`src/rtl/uart_rx_fifo.sv`:
```
// rtl/uart_rx_fifo.sv - 16x oversampling UART receiver with sticky error flags and a fall-through receive FIFO
module uart_rx_fifo #(
  parameter int DIV        = 326,
  parameter int DATA_BITS  = 8,
  parameter int PARITY     = 0,
  parameter int FIFO_DEPTH = 4
) (
  input  logic                        sysclk,
  input  logic                        reset,
  input  logic                        rxd,
  input  logic                        rd_en,
  input  logic                        clr_err,
  output logic [DATA_BITS-1:0]        rx_data,
  output logic                        rx_valid,
  output logic [$clog2(FIFO_DEPTH):0] rx_count,
  output logic                        frame_err,
  output logic                        parity_err,
  output logic                        overrun
);

  localparam int AW = $clog2(FIFO_DEPTH);
  localparam int DW = $clog2(DIV);
  localparam logic [DW-1:0] DIV_LAST = DW'(DIV - 1);
  localparam logic [2:0]    LAST_BIT = 3'(DATA_BITS - 1);
  localparam logic [AW:0]   FULL_CNT = (AW+1)'(FIFO_DEPTH);

  localparam logic [2:0] IDLE  = 3'd0;
  localparam logic [2:0] START = 3'd1;
  localparam logic [2:0] DATA  = 3'd2;
  localparam logic [2:0] PAR   = 3'd3;
  localparam logic [2:0] STOP  = 3'd4;
  localparam logic [2:0] BRK   = 3'd5;

  logic                 rxd_s1, rxd_s2, rxd_d;
  logic [2:0]           state;
  logic [DW-1:0]        div_cnt;
  logic [3:0]           tick_cnt;
  logic [1:0]           samp;
  logic [2:0]           bit_cnt;
  logic [DATA_BITS-1:0] shreg;
  logic                 par_bad;

  logic start_edge, tick, mid, bit_end, maj, par_exp;
  logic stop_mid, push, pop, full, do_write;
  logic set_fe, set_pe, set_ov;

  always_ff @(posedge sysclk or negedge reset) begin
    if (!reset) begin
      rxd_s1 <= 1'b1;
      rxd_s2 <= 1'b1;
      rxd_d  <= 1'b1;
    end else begin
      rxd_s1 <= rxd;
      rxd_s2 <= rxd_s1;
      rxd_d  <= rxd_s2;
    end
  end

  assign start_edge = rxd_d & ~rxd_s2;
  assign tick       = (div_cnt == DIV_LAST);
  assign mid        = tick && (tick_cnt == 4'd9);
  assign bit_end    = tick && (tick_cnt == 4'd15);
  // samples from ticks 7 and 8 are registered; tick 9 uses the live synced value
  assign maj        = (samp[0] & samp[1]) | (samp[0] & rxd_s2) | (samp[1] & rxd_s2);
  assign par_exp    = (PARITY == 2) ? ^shreg : ~^shreg;

  always_ff @(posedge sysclk or negedge reset) begin
    if (!reset) begin
      state    <= IDLE;
      div_cnt  <= '0;
      tick_cnt <= 4'd0;
      samp     <= 2'b00;
      bit_cnt  <= 3'd0;
      shreg    <= '0;
      par_bad  <= 1'b0;
    end else if (state == IDLE) begin
      div_cnt  <= '0;
      tick_cnt <= 4'd0;
      if (start_edge) state <= START;
    end else begin
      div_cnt <= tick ? '0 : div_cnt + DW'(1);
      if (tick) begin
        tick_cnt <= tick_cnt + 4'd1;
        if (tick_cnt == 4'd7) samp[0] <= rxd_s2;
        if (tick_cnt == 4'd8) samp[1] <= rxd_s2;
      end
      case (state)
        START: begin
          if (mid && maj) begin
            state <= IDLE;
          end else if (bit_end) begin
            state   <= DATA;
            bit_cnt <= 3'd0;
            par_bad <= 1'b0;
          end
        end
        DATA: begin
          if (mid) shreg <= {maj, shreg[DATA_BITS-1:1]};
          if (bit_end) begin
            if (bit_cnt == LAST_BIT) state <= (PARITY != 0) ? PAR : STOP;
            else bit_cnt <= bit_cnt + 3'd1;
          end
        end
        PAR: begin
          if (mid) par_bad <= maj ^ par_exp;
          if (bit_end) state <= STOP;
        end
        // leaving at the stop midpoint gives slack for back-to-back frames
        STOP: if (mid) state <= maj ? IDLE : BRK;
        BRK:  if (rxd_s2) state <= IDLE;
        default: state <= IDLE;
      endcase
    end
  end

  logic [DATA_BITS-1:0] mem [FIFO_DEPTH];
  logic [AW:0]          wr_ptr, rd_ptr;

  assign stop_mid = (state == STOP) && mid;
  assign push     = stop_mid && maj && !par_bad;
  assign set_fe   = stop_mid && !maj;
  assign set_pe   = stop_mid && maj && par_bad;
  assign pop      = rd_en && rx_valid;
  assign full     = (rx_count == FULL_CNT);
  assign set_ov   = push && full && !pop;
  assign do_write = push && (!full || pop);

  always_ff @(posedge sysclk or negedge reset) begin
    if (!reset) begin
      wr_ptr <= '0;
      rd_ptr <= '0;
      for (int i = 0; i < FIFO_DEPTH; i++) mem[i] <= '0;
    end else begin
      if (do_write) begin
        mem[wr_ptr[AW-1:0]] <= shreg;
        wr_ptr <= wr_ptr + (AW+1)'(1);
      end
      if (pop) rd_ptr <= rd_ptr + (AW+1)'(1);
    end
  end

  assign rx_count = wr_ptr - rd_ptr;
  assign rx_valid = (rx_count != '0);
  assign rx_data  = mem[rd_ptr[AW-1:0]];

  always_ff @(posedge sysclk or negedge reset) begin
    if (!reset) begin
      frame_err  <= 1'b0;
      parity_err <= 1'b0;
      overrun    <= 1'b0;
    end else begin
      frame_err  <= set_fe | (frame_err  & ~clr_err);
      parity_err <= set_pe | (parity_err & ~clr_err);
      overrun    <= set_ov | (overrun    & ~clr_err);
    end
  end

endmodule

```
`config.mk`:
```
export PLATFORM = sky130hd
export DESIGN_NAME = uart_rx_fifo
export DESIGN_NICKNAME = d
export VERILOG_FILES = /design/src/rtl/uart_rx_fifo.sv
export SDC_FILE = /design/constraint.sdc
export NUM_CORES = 1
export LEC_CHECK = 0
export BUFFER_PORTS_ARGS = -buffer_cell sky130_fd_sc_hd__clkbuf_2
export CORE_AREA = 2 2 105 107
export CTS_CLUSTER_DIAMETER = 60
export DETAILED_ROUTE_END_ITERATION = 8
export DIE_AREA = 0 0 107 109
export PLACE_DENSITY = 0.51
export SLEW_MARGIN = 20
export SYNTH_ARGS = -nofsm -noshare
export SYNTH_HDL_FRONTEND = slang
export SYNTH_SLANG_ARGS = --single-unit
```
`constraint.sdc`:
```
create_clock -name sysclk -period 3.36 [get_ports sysclk]
set_clock_uncertainty 0.1 [all_clocks]
set_input_delay 0.672 -clock sysclk [delete_from_list [all_inputs] [get_ports sysclk]]
set_output_delay 0.672 -clock sysclk [all_outputs]
set_load 0.03 [all_outputs]
```
==> key figures <==
Timing
  • Max-slew violation count: 0
  • Period minus WS final: 2.82 ns
  • Worst Tran Pin Value: 0.928 ns
  • RSZ-0062 raised after global routing: false
  • Fin crit share: 83.9%
  • Relative slew slack: 38.1%
  • Setup ws final: 0.540 ns
  • Smallest hold slack: 0.252 ns
  • F_max: 355 MHz
  • Setup TNS: 0 ns
  • Final setup vio count: 0
  • Fin. Hold Viols: 0

Synth
  • Post-synth EDFFs: 0
  • Synth area leader: dfrtp_1
  • Register area share after synthesis: 51.7%
  • YS warnings: 0
  • Distinct cell type count after synthesis: 47
  • Top_reg_cell synth: dfrtp_1
  • Post-synth ARST share: 100%
  • Mapped Cells: 280
  • FF+latch count, synth: 74
  • Synthesized area: 3590 um^2
  • Syn nets: 299
  • Post-synth top area share: 49.5%
  • Top post-synthesis cells by area: dfrtp_1 (49%), mux2_2 (14%), mux4_2 (5.0%)
  • Syn avg cell area: 12.8 um^2

Floorplanning
  • Die footprint: 11,700 um^2
  • Core area: 10,600 um^2
  • Io pins: 20
  • Initial Util: 33.9%
  • Die height: 109 um
  • FP Rows: 38
  • Die Wd: 107 um

Detailed routing
  • Drt first pass iters: 4
  • ANT nets after route: 0
  • Final WL: 6550 um
  • Via/cell ratio: 4.90
  • Iteration-0 DRC Markers: 92
  • DRC Markers: 0
  • Via count: 2,198
  • WL/cell: 14.6 um

Finish
  • Area occupied by multi-input gates: 1660 um^2
  • Layout Utilization: 38.4%
  • Area Overhead vs Synth: 13.4%
  • Nets: 324
  • Share of cells above drive strength 1: 32.4%
  • # fillers: 1,001
  • Antenna fix cells: 0
  • Final Instance Count excl. Fillers: 449
  • Reg area: 1860 um^2
  • Fin area: 4070 um^2

Critical path
  • Crit. Startpoint: wr_ptr[0]$_DFFE_PN0N_
  • Crit-path max FO: 9
  • R2r setup slk: 0.54 ns
  • CP Capture Type: flop
  • R2r startpoint: wr_ptr[0]$_DFFE_PN0N_
  • Crit Path Category: flop to flop
  • End of the worst register-to-register path: mem[6]$_DFFE_PN0P_
  • Crit start category: flop
  • Critical path data arrival time: 2.95 ns
  • Crit path required time: 3.50 ns
  • Worst r2r path cells: 8

Place
  • PortBufs: 19
  • DP Cell Count: 434
  • Gpl congestion: 0.741
  • Area post-placement: 3850 um^2
  • Place WS: 0.516 ns
  • Detailed placement HPWL: 4240 um

Outcome
  • Status: finished clean

Clock network
  • Reg clk slew, reported paths: 0.08 ns
  • Post-CTS sizing: 0
  • Clk_lat worst skew: 0.35 ns
  • H-Tree Depth: 3
  • Root Driver: clkbuf_8
  • # hold bufs at CTS: 0
  • Num Clock Sinks: 74
  • Post CTS Setup Buffer Count: 0
  • CTS max path bufs: 2
  • Inserted Clock Buffers: 9
  • CTS tree: yes

Worst hold path
  • HP Class: flop to flop
  • Hold Startpoint: rxd_s1$_DFF_PN1_
  • Worst Hold Depth: 0
  • WHS Endpoint: rxd_s2$_DFF_PN1_

Power and ir drop
  • Max VDD drop: 0.313 mV
  • P per Cell Area: 578 nW/um^2
  • Leak pwr: 1.92 nW
  • Pwr Total: 2.35 mW

Global routing
  • Global route total overflow: 0
  • First-pass GRT wire length: 11,300 um
  • Initial antenna violation count: 0
  • Number of global-route vias before repair: 2,244
  • Largest net degree at the start of global routing: 75
  • Tot GR Track Use: 12.7%

Flow run
  • Max_cap viols: 0
## worst max-delay path by stage
stage                              end  slack (ns)  depth (start not counted)
finish              mem[6]$_DFFE_PN0P_        0.54                          8
CTS                 mem[6]$_DFFE_PN0P_        0.51                          8
global route        mem[1]$_DFFE_PN0P_        0.35                          8
global placement    mem[3]$_DFFE_PN0P_        0.58                          8
floorplan           mem[0]$_DFFE_PN0P_        0.66                          8
detailed placement  mem[3]$_DFFE_PN0P_        0.52                          8
## state kept, by name, indices dropped and copies added (netlist names), 2 cells and up
name      cells
bit_cnt       3
div_cnt       9
mem          32
rd_ptr        3
samp          2
shreg         8
state         3
tick_cnt      4
wr_ptr        3
## area by class of cell
type                    count  area share [%]
clock buffers               9            3.04
clock inverters             6            2.24
inverters                  11            1.01
multi-input cells         187            40.9
flip-flops and latches     74            45.6
well taps                 140            4.30
repair buffers             22            2.95
## layer usage
| layer | global-route usage, % | vias up | wire [um] |
|---|---|---|---|
| met5 | 0 | - | 0 |
| met4 | 5.57 | 0 | 105 |
| met3 | 2.81 | 8 | 249 |
| met2 | 19.4 | 40 | 2980 |
| met1 | 17.4 | 1101 | 3210 |
| li1 | - | 1049 | - |
## synthesized netlist by cell type (2+ instances only)
cell / count
xnor2_1: 15
and3_1: 4
nand4_1: 2
inv_1: 11
nand2_2: 4
nor3_1: 3
mux4_2: 8
o21ai_0: 4
dfrtp_1: 71
nand2_1: 14
dfstp_2: 3
nand3_1: 8
and3b_1: 2
clkbuf_1: 7
ha_1: 13
a32o_1: 2
mux2_2: 44
a22o_1: 2
nor2_1: 22
a21oi_1: 5
a311o_1: 2
nor4_1: 2
xor2_1: 7
o31ai_1: 2
## layout by cell type, fill, tap and decap left out, drive strengths merged, types with 2 or more instances in the layout
cell type,n
dfrtp,71
mux2,44
clkbuf,27
nor2,22
nand2,18
xnor2,15
ha,13
inv,12
nand3,9
mux4,8
xor2,7
a21oi,5
and3,4
o21ai,4
buf,4
nor3,3
clkinvlp,3
dfstp,3
nor4,3
and3b,2
a22o,2
nand4,2
o31ai,2
a311o,2
a32o,2
bufinv,2
nor4b,2
## report_power, final
part | internal, mW | total [mW] | leakage [nW] | switching [mW]
Clock | 0.416 | 0.753 | 0.0979 | 0.337
Sequential | 0.948 | 1.03 | 1.00 | 0.0853
Combinational | 0.234 | 0.568 | 0.822 | 0.334
## cell families (layout without fill, tap and decap cells)
family | Yosys count | in the layout | share of synthesized area [%]
compound gates | 24 | 24 | 4.85
buf+inv | 19 | 48 | 1.99
flops | 74 | 74 | 51.7
simple gates | 73 | 73 | 11.3
fa+ha+maj | 15 | 15 | 5.37
mux | 52 | 52 | 18.8
xor+xnor | 23 | 23 | 6.00
## worst max-delay path, cell delays in order (launching register included)
cell and delay, ns:
dfrtp_1 0.37, inv_1 0.11, ha_1 0.22, fa_1 0.50
inv_1 0.06, nor4_1 0.55, nor4_4 0.14, nand2_2 0.28
mux2_2 0.37
No activity file was read; power rests on OpenSTA's default activity.
